<file path="src/rtl/alu_serial_exec_if.sv">
// Request/response bundle between the core pipeline and alu_serial_exec.
// The master issues operations and consumes results; the slave is the execute unit.
interface alu_serial_exec_if #(
  parameter int DATA_WIDTH = 32
);
  logic                  in_valid;
  logic                  in_ready;
  logic [3:0]            Operation;
  logic [DATA_WIDTH-1:0] SrcA;
  logic [DATA_WIDTH-1:0] SrcB;
  logic                  out_valid;
  logic                  out_ready;
  logic [DATA_WIDTH-1:0] ALUResult;
  logic                  Zero;

  modport master (
    output in_valid, Operation, SrcA, SrcB, out_ready,
    input  in_ready, out_valid, ALUResult, Zero
  );

  modport slave (
    input  in_valid, Operation, SrcA, SrcB, out_ready,
    output in_ready, out_valid, ALUResult, Zero
  );
endinterface

</file>
<file path="src/rtl/alu_serial_exec.sv">
// Execute-stage ALU: single-cycle logic/arith/compare ops, bit-serial shifts
// (one bit per cycle), valid/ready handshake on request and result sides.
module alu_serial_exec #(
  parameter int DATA_WIDTH = 32
) (
  input  logic              clk,
  input  logic              reset,
  alu_serial_exec_if.slave  bus
);
  localparam int SHW = $clog2(DATA_WIDTH);

  typedef enum logic [1:0] {
    S_IDLE  = 2'd0,
    S_SHIFT = 2'd1,
    S_DONE  = 2'd2
  } state_t;

  typedef enum logic [1:0] {
    SH_SLL = 2'b00,
    SH_SRL = 2'b01,
    SH_SRA = 2'b11
  } shkind_t;

  state_t                state;
  shkind_t               shkind;
  logic [DATA_WIDTH-1:0] acc;
  logic [SHW-1:0]        cnt;
  logic [DATA_WIDTH-1:0] result;
  logic                  zero;
  logic                  in_ready_r;
  logic                  out_valid_r;

  logic [DATA_WIDTH-1:0] acc_step;
  logic [SHW-1:0]        shamt;
  logic                  is_shift;

  function automatic logic [DATA_WIDTH-1:0] alu_comb(
    input logic [3:0]            op,
    input logic [DATA_WIDTH-1:0] a,
    input logic [DATA_WIDTH-1:0] b
  );
    logic signed [DATA_WIDTH-1:0] sa;
    logic signed [DATA_WIDTH-1:0] sb;
    logic [DATA_WIDTH-1:0]        r;
    sa = a;
    sb = b;
    case (op)
      4'b0000: r = a & b;
      4'b0001: r = a | b;
      4'b0010: r = a + b;
      4'b0110: r = a - b;
      4'b1100: r = (sa < sb) ? DATA_WIDTH'(1) : '0;
      4'b1000: r = (a == b) ? DATA_WIDTH'(1) : '0;
      default: r = '0;
    endcase
    return r;
  endfunction

  function automatic logic [DATA_WIDTH-1:0] shift1(
    input shkind_t               k,
    input logic [DATA_WIDTH-1:0] v
  );
    logic [DATA_WIDTH-1:0] r;
    case (k)
      SH_SLL:  r = {v[DATA_WIDTH-2:0], 1'b0};
      SH_SRA:  r = {v[DATA_WIDTH-1], v[DATA_WIDTH-1:1]};
      default: r = {1'b0, v[DATA_WIDTH-1:1]};
    endcase
    return r;
  endfunction

  assign shamt    = bus.SrcB[SHW-1:0];
  assign is_shift = (bus.Operation == 4'b0100) || (bus.Operation == 4'b0101) ||
                    (bus.Operation == 4'b0111);
  assign acc_step = shift1(shkind, acc);

  always_ff @(posedge clk) begin
    if (reset) begin
      state       <= S_IDLE;
      shkind      <= SH_SLL;
      acc         <= '0;
      cnt         <= '0;
      result      <= '0;
      zero        <= 1'b1;
      in_ready_r  <= 1'b1;
      out_valid_r <= 1'b0;
    end else begin
      case (state)
        S_IDLE: begin
          if (bus.in_valid) begin
            in_ready_r <= 1'b0;
            if (is_shift) begin
              acc    <= bus.SrcA;
              cnt    <= shamt;
              shkind <= shkind_t'(bus.Operation[1:0]);
              if (shamt == '0) begin
                result      <= bus.SrcA;
                zero        <= (bus.SrcA == '0);
                out_valid_r <= 1'b1;
                state       <= S_DONE;
              end else begin
                state <= S_SHIFT;
              end
            end else begin
              result      <= alu_comb(bus.Operation, bus.SrcA, bus.SrcB);
              zero        <= (alu_comb(bus.Operation, bus.SrcA, bus.SrcB) == '0);
              out_valid_r <= 1'b1;
              state       <= S_DONE;
            end
          end
        end
        S_SHIFT: begin
          acc <= acc_step;
          cnt <= cnt - SHW'(1);
          // Last step: publish the shifted word directly so DONE follows immediately.
          if (cnt == SHW'(1)) begin
            result      <= acc_step;
            zero        <= (acc_step == '0);
            out_valid_r <= 1'b1;
            state       <= S_DONE;
          end
        end
        S_DONE: begin
          if (bus.out_ready) begin
            out_valid_r <= 1'b0;
            in_ready_r  <= 1'b1;
            state       <= S_IDLE;
          end
        end
        default: begin
          out_valid_r <= 1'b0;
          in_ready_r  <= 1'b1;
          state       <= S_IDLE;
        end
      endcase
    end
  end

  assign bus.in_ready  = in_ready_r;
  assign bus.out_valid = out_valid_r;
  assign bus.ALUResult = result;
  assign bus.Zero      = zero;

endmodule
</file>
<file path="src/flat_wrapper.sv">
// flat-port wrapper written by rule: the top's interface ports become plain ports
module alu_serial_exec_flat 
#(
  parameter int DATA_WIDTH = 32
)
  (clk, reset, bus_in_valid, bus_Operation, bus_SrcA, bus_SrcB, bus_out_ready, bus_in_ready, bus_out_valid, bus_ALUResult, bus_Zero);
  alu_serial_exec_if #(.DATA_WIDTH(DATA_WIDTH)) bus_i ();
  input  logic clk;
  input  logic reset;
  input wire logic [$bits(bus_i.in_valid)-1:0] bus_in_valid;
  input wire logic [$bits(bus_i.Operation)-1:0] bus_Operation;
  input wire logic [$bits(bus_i.SrcA)-1:0] bus_SrcA;
  input wire logic [$bits(bus_i.SrcB)-1:0] bus_SrcB;
  input wire logic [$bits(bus_i.out_ready)-1:0] bus_out_ready;
  output wire logic [$bits(bus_i.in_ready)-1:0] bus_in_ready;
  output wire logic [$bits(bus_i.out_valid)-1:0] bus_out_valid;
  output wire logic [$bits(bus_i.ALUResult)-1:0] bus_ALUResult;
  output wire logic [$bits(bus_i.Zero)-1:0] bus_Zero;
  assign bus_i.in_valid = bus_in_valid;
  assign bus_i.Operation = bus_Operation;
  assign bus_i.SrcA = bus_SrcA;
  assign bus_i.SrcB = bus_SrcB;
  assign bus_i.out_ready = bus_out_ready;
  assign bus_in_ready = bus_i.in_ready;
  assign bus_out_valid = bus_i.out_valid;
  assign bus_ALUResult = bus_i.ALUResult;
  assign bus_Zero = bus_i.Zero;
  alu_serial_exec #(.DATA_WIDTH(DATA_WIDTH)) u_core (.clk(clk), .reset(reset), .bus(bus_i));
endmodule
</file>
<file path="config.mk">
export PLATFORM = sky130hd
export DESIGN_NAME = alu_serial_exec_flat
export DESIGN_NICKNAME = d
export VERILOG_FILES = /design/src/rtl/alu_serial_exec_if.sv /design/src/rtl/alu_serial_exec.sv /design/src/flat_wrapper.sv
export SDC_FILE = /design/constraint.sdc
export NUM_CORES = 1
export LEC_CHECK = 0
export BUFFER_PORTS_ARGS = -buffer_cell sky130_fd_sc_hd__buf_2
export CORE_AREA = 4 4 120 145
export CTS_CLUSTER_DIAMETER = 80
export DETAILED_ROUTE_END_ITERATION = 10
export DIE_AREA = 0 0 124 149
export PLACE_DENSITY_LB_ADDON = 0.15
export SYNTH_ARGS = -nofsm -noshare
export SYNTH_HDL_FRONTEND = slang
export SYNTH_SLANG_ARGS = --single-unit
</file>
<file path="constraint.sdc">
create_clock -name clk -period 3.9 [get_ports clk]
set_input_delay 0.195 -clock clk [delete_from_list [all_inputs] [get_ports clk]]
set_output_delay 0.195 -clock clk [all_outputs]
set_load 0.01 [all_outputs]
</file>
# After elaboration in Yosys (flattened, before gate mapping)
# Index checks and enable logic that the tools add are counted.
[totals] regBits=76 in_bits=72 output_inout_bits=35 elab_cells=88
[op_classes] add_sub_neg=3 magnitude_cmp=1 n_eq_ne=18 mux=39 bitwise=3 reduce_logical=16
[ops] cell="2-to-1 mux 32 bit" n=10
[ops] cell="one-hot mux 32 bit (2 select lines)" n=3
[ops] cell="one-hot mux 32 bit (6 select lines)" n=1
[ops] cell="logical NOT 32 bit" n=3
[ops] cell="adder 32 bit" n=1
[ops] cell="bitwise AND 32 bit" n=1
[ops] cell="== test 32 bit" n=1
[ops] cell="< comparator 32 bit" n=1
[ops] cell="OR 32 bit" n=1
[ops] cell="subtractor 32 bit" n=1
[ops] cell="== test 4 x 3 -> 1 bit, second input constant" n=4
[ops] cell="2-to-1 mux 1 bit" n=13
[ops] cell="AND reduction 3 bit" n=4
[ops] cell="2-to-1 mux 2 bit" n=5
[ops] cell="2-to-1 mux 5 bit" n=2
[ops] cell="one-hot mux 5 bit (2 select lines)" n=1
[ops] cell="== test 4 bit, second input constant" n=2
[ops] cell="AND reduction 4 bit" n=2
[ops] cell="one-hot mux 1 bit (3 select lines)" n=2
[ops] cell="one-hot mux 2 bit (3 select lines)" n=1
[ops] cell="== test 5 x 1 -> 1 bit, second input constant" n=1
[ops] cell="logical NOT 5 bit" n=1
[ops] cell="subtractor 5 x 1 -> 5 bit, second input constant" n=1
[ops] cell="== test 2 bit, second input constant" n=2
[ops] cell="12 further kinds" n=16

# Depth between registers and ports, before layout
[logic_depth] depth_word=11 ltp_mapped=15 depth_no_buf=15

# Worst setup path after synthesis
# OpenSTA, ideal clock, no wires.
[synth_path] path_type="in2reg" startpoint="input bus_SrcA[0]" endpoint="register u_core.zero (netlist: u_core.bus.Zero)" setup_time_ps=63 arrival_time_ps=2842 t_required_ps=3837 setup_slack_ps=995 cell_stages=15 n_path_buf=0 path_cell_list="inv_1 > ha_1 > inv_1 > fa_1 > nor2b_1 > o311a_1 > o2111a_1 > nor3_2 > o22a_1 > o221ai_1 > a221oi_1 > nand4_1 > nor4_1 > nand3_1 > nand3b_1"
[synth_via] elab_chain_cells=11 word_cells_on_any_way=19 cone_classes="add/sub (2); order compare (1); eq/ne (1); mux (11); bitwise (2); reduce/logical (2)"
[synth_rtl] element="start: declaration" line_no="flat_wrapper.sv:12" rtl="input wire logic [$bits(bus_i.SrcA)-1:0] bus_SrcA;"
[synth_rtl] element="< comparator 32 bit / == test 32 bit (equally long branches)" line_no="alu_serial_exec.sv:52, alu_serial_exec.sv:53"
[synth_rtl] element="2-to-1 mux 1 bit (on tied branches)" line_no="alu_serial_exec.sv:52, alu_serial_exec.sv:53"
[synth_rtl] element="one-hot mux 32 bit (6 select lines)" line_no="alu_serial_exec.sv:47" rtl="case (op)"
[synth_rtl] element="2-to-1 mux 32 bit" line_no="alu_serial_exec.sv:92" rtl="if (is_shift) begin"
[synth_rtl] element="2-to-1 mux 32 bit" line_no="alu_serial_exec.sv:90" rtl="if (bus.in_valid) begin"
[synth_rtl] element="2-to-1 mux 32 bit" line_no="alu_serial_exec.sv:88" rtl="case (state)"
[synth_rtl] element="2-to-1 mux 32 bit" line_no="alu_serial_exec.sv:78" rtl="if (reset) begin"
[synth_rtl] element="logical NOT 32 bit" line_no="alu_serial_exec.sv:106" rtl="zero <= (alu_comb(bus.Operation, bus.SrcA, bus.SrcB) == '0);"
[synth_rtl] element="2-to-1 mux 1 bit (*)" line_no="alu_serial_exec.sv:92"
[synth_rtl] element="2-to-1 mux 1 bit (*)" line_no="alu_serial_exec.sv:90"
[synth_rtl] element="one-hot mux 1 bit (2 select lines) (*)" line_no="alu_serial_exec.sv:88"
[synth_rtl] element="end signal: assignment" line_no="alu_serial_exec.sv:98" rtl="zero <= (bus.SrcA == '0);"
[synth_rtl] element="end signal: assignment" line_no="alu_serial_exec.sv:106"
[synth_rtl] element="end signal: assignment" line_no="alu_serial_exec.sv:118" rtl="zero <= (acc_step == '0);"
[synth_rtl] element="end: declaration" line_no="alu_serial_exec.sv:29" rtl="logic zero;"
# Mark *: on every way between the ends. The rest lies on a longest branch, timed or not. The select of a mux whose other input is x is not followed.
# A chain may end at the register's enable or synchronous reset.

# Final worst setup path
# Same ends and word-level chain as after synthesis.

==> out/results.txt <==
Cts repair resizes -> 0
Max-cap violations -> 0
Fraction of layout cells with a size suffix above 1 -> 14.90%
LEAKAGE -> 0.004517 uW
CTS sink cnt -> 76
Nets -> 1622
Routed length on met1 -> 14380 um
Hold Crit Class -> in -> reg
Largest net degree at the start of global routing -> 77
Core ar. -> 16020 sq um
Final setup viols -> 0
DRC -> 0
FMAX -> 292.3 MHz
Commonest non-fill, non-tap cells in the layout -> nor2_1 (176), a21oi_1 (145), nand2_1 (125)
Syn avg cell area -> 6.957 sq um
Diodes inserted -> 0
Area of placed instances -> 10340 sq um
Clock power share -> 26.3%
Worst-Skew Late Latency -> 0.34 ns
Sequential-to-total area share from yosys stat -> 15.80%
Num CTS Buffers -> 9
Crit. End Element -> flop
Seq cells post-synth -> 76
Tot GR Track Use -> 40.09%
P&R area growth vs syn -> 10.24%
Port bufs -> 106
Switching fraction of total power -> 41.67%
P_sw -> 1245 uW
ANT nets after route -> 0
Internal Power -> 1742 uW
Syn nets -> 1561
Uppermost layer routed -> met5
CTS Hold Buffers Added -> 0
Most common cell after layout, fill and taps aside -> nor2_1
Distinct cells, synth -> 91
Crit path launch type -> input port
Starting DRC count in detailed routing -> 1383
Starting Density -> 60.11%
Chip Width -> 124 um
Setup Buffers After CTS -> 0
Synth warnings -> 0
Final Cycle Share -> 87.72%
Overall power -> 2987 uW
CTS tree -> built
Die area -> 18480 sq um
Die height -> 149 um
Post-synthesis cell count -> 1384
GPL Wtd Cong -> 1.038
Maximum buffer depth of the clock tree -> 2
RSZ-0062 raised after global routing -> no
Clock slew at reported path FFs -> 0.06 ns
EDFF count, synth -> 0
Dpl hpwl -> 29180 um
DR vias/cell -> 6.969
IO Pins -> 107
Comb pwr share -> 44.4%
Final Max Slew Viols -> 0
DR WL met3 -> 4504 um
CTS root buffer -> clkbuf_16
Fin crit period -> 3.421 ns
Clk_skew -> 0.006231 ns
DRT Pass-1 Iters -> 9
Initial antenna violation count -> 2
Routed length per instance -> 22.73 um
Status -> completed
Crit path arrival time -> 3.71 ns
Number of global-route vias before repair -> 10677
H-tree Lvls -> 3
Mapped cell area -> 9628 sq um
WS Path Type -> in -> reg
Row cnt -> 51
Remaining Overflow, GRT -> 0
Routed WL -> 37780 um
Setup_tns -> 0 ns
Most common flop cell mapped by yosys -> dfxtp_1
Least-Margin Pin Slew -> 1.095 ns
Met2 WL -> 16610 um
Crit-path max FO -> 5
Max-slew headroom -> 26.38%
Design area -> 10610 sq um
DR vias -> 11582
Reg power frac -> 29.2%
Power per cell area -> 281.4 nW/um^2
Peak VDD IR -> 0.0003232 V
First-pass GRT wire length -> 58250 um
Post-synth ARST share -> 0%
Required time worst endpoint -> 4.19 ns
Fin. Hold Viols -> 0
## area by class of cell
cell class	count	area (sq um)
clock buffers	10	239.0
clock inverters	6	38.79
fillers	1465	5403
inverters	94	352.8
multi-input cells	1116	7338
flip-flops and latches	76	1521
well taps	212	265.3
repair buffers	148	858.3
## per-stage QoR
| stage | instances | setup slack [ns] | hold slack [ns] | util (%) |
|---|---|---|---|---|
| 2_1_floorplan | 1384 | 0.9953 | 0.3687 | - |
| 6_report | 1662 | 0.4789 | 0.1838 | 66.27 |
| 4_1_cts | 1662 | 0.5867 | 0.1750 | 66.27 |
| 3_3_place_gp | 1646 | 0.2447 | 0.4398 | 64.53 |
| 5_1_grt | 1662 | 0.2910 | 0.2010 | 66.27 |
| 3_5_place_dp | 1646 | 0.2414 | 0.4439 | 64.53 |
## synth_stat cells (5+ instances only)
library cell | instances | area share [%]
nor2_1 | 176 | 6.9
a21oi_1 | 146 | 7.6
nand2_1 | 125 | 4.9
ha_1 | 103 | 13
inv_1 | 90 | 3.5
dfxtp_1 | 76 | 16
o21ai_0 | 72 | 3.7
clkbuf_1 | 63 | 2.5
nor3_1 | 44 | 2.3
a211oi_1 | 37 | 2.9
a22oi_1 | 34 | 2.7
o211ai_1 | 29 | 2.3
nor4_1 | 23 | 1.5
nand3_1 | 20 | 1.0
nand4_1 | 19 | 1.2
buf_2 | 18 | 0.94
a21o_1 | 16 | 1.2
nor2b_1 | 15 | 0.97
a31oi_1 | 14 | 0.91
o221ai_1 | 13 | 1.2
o31ai_1 | 13 | 1.0
a221o_1 | 12 | 1.2
a221oi_1 | 12 | 1.1
nand2b_1 | 10 | 0.65
mux2i_1 | 9 | 0.94
o21ai_1 | 9 | 0.47
a211o_1 | 7 | 0.64
and3_1 | 7 | 0.45
buf_4 | 7 | 0.55
or2_2 | 7 | 0.45
a311oi_1 | 6 | 0.55
and2_1 | 6 | 0.39
buf_1 | 6 | 0.23
nand3b_1 | 6 | 0.47
o21a_1 | 6 | 0.47
o21bai_1 | 6 | 0.47
o31a_1 | 6 | 0.55
o22ai_1 | 5 | 0.32
o311ai_0 | 5 | 0.45
## sequential cells by signal (all words and copies together), names as in the netlist
signal and flops:
u_core.acc 32, u_core.bus.ALUResult 32, u_core.cnt 5, u_core.shkind 2
u_core.state 2, u_core.bus.Zero 1, u_core.bus.in_ready 1, u_core.bus.out_valid 1
## path summary, 6_finish.rpt
| path | depth (start not counted) | slack, ns | to | from |
|---|---|---|---|---|
| setup / recovery | 16 | 0.48 | u_core.bus.Zero | bus_SrcA[0] |
| hold / removal | 3 | 0.18 | u_core.bus.out_valid | bus_out_ready |
| hold reg to reg | 2 | 0.45 | u_core.bus.ALUResult[25] | u_core.bus.ALUResult[25] |
| setup reg to reg | 11 | 0.69 | u_core.bus.Zero | u_core.cnt[0] |
## power by group through the flow
stage | registers (uW) | clock network, uW | logic (uW)
6_report | 874 | 786 | 1330
5_1_grt | 879 | 821 | 1420
4_1_cts | 871 | 787 | 1280
3_5_place_dp | 888 | 0 | 1270
3_3_place_gp | 887 | 0 | 1270
2_1_floorplan | 893 | 0 | 849
## metal layers
layer | vias up | global-route usage, %
li1 | 5230 | -
met4 | 2 | 20.16
met1 | 5366 | 52.76
met3 | 175 | 8.384
met5 | - | 0
met2 | 809 | 61.73
## cell families (layout without fill, tap and decap cells)
family	Yosys count	in the layout	synth area share, %
multiplexers	11	11	1.170
adder cells (fa/ha/maj)	105	105	13.80
XOR/XNOR	1	1	0.09098
AND/OR/NAND/NOR	497	497	25.35
AO/OA/AOI/OAI	502	502	35.48
flip-flops	76	76	15.80
buffers and inverters	192	258	8.304
## worst max-delay path: stages
cell and delay (ns):
buf_2 0.14, inv_1 0.08, ha_1 0.17, inv_1 0.06, fa_1 0.38, nor2b_1 0.17, o311ai_1 0.48, a211oi_2 0.21
o31ai_4 0.34, nand3_1 0.17, and3_1 0.20, o32ai_1 0.47, nand4_1 0.15, nor4_1 0.27, nand3_1 0.12, nand3b_1 0.10
(Power assumes the default switching activity.)
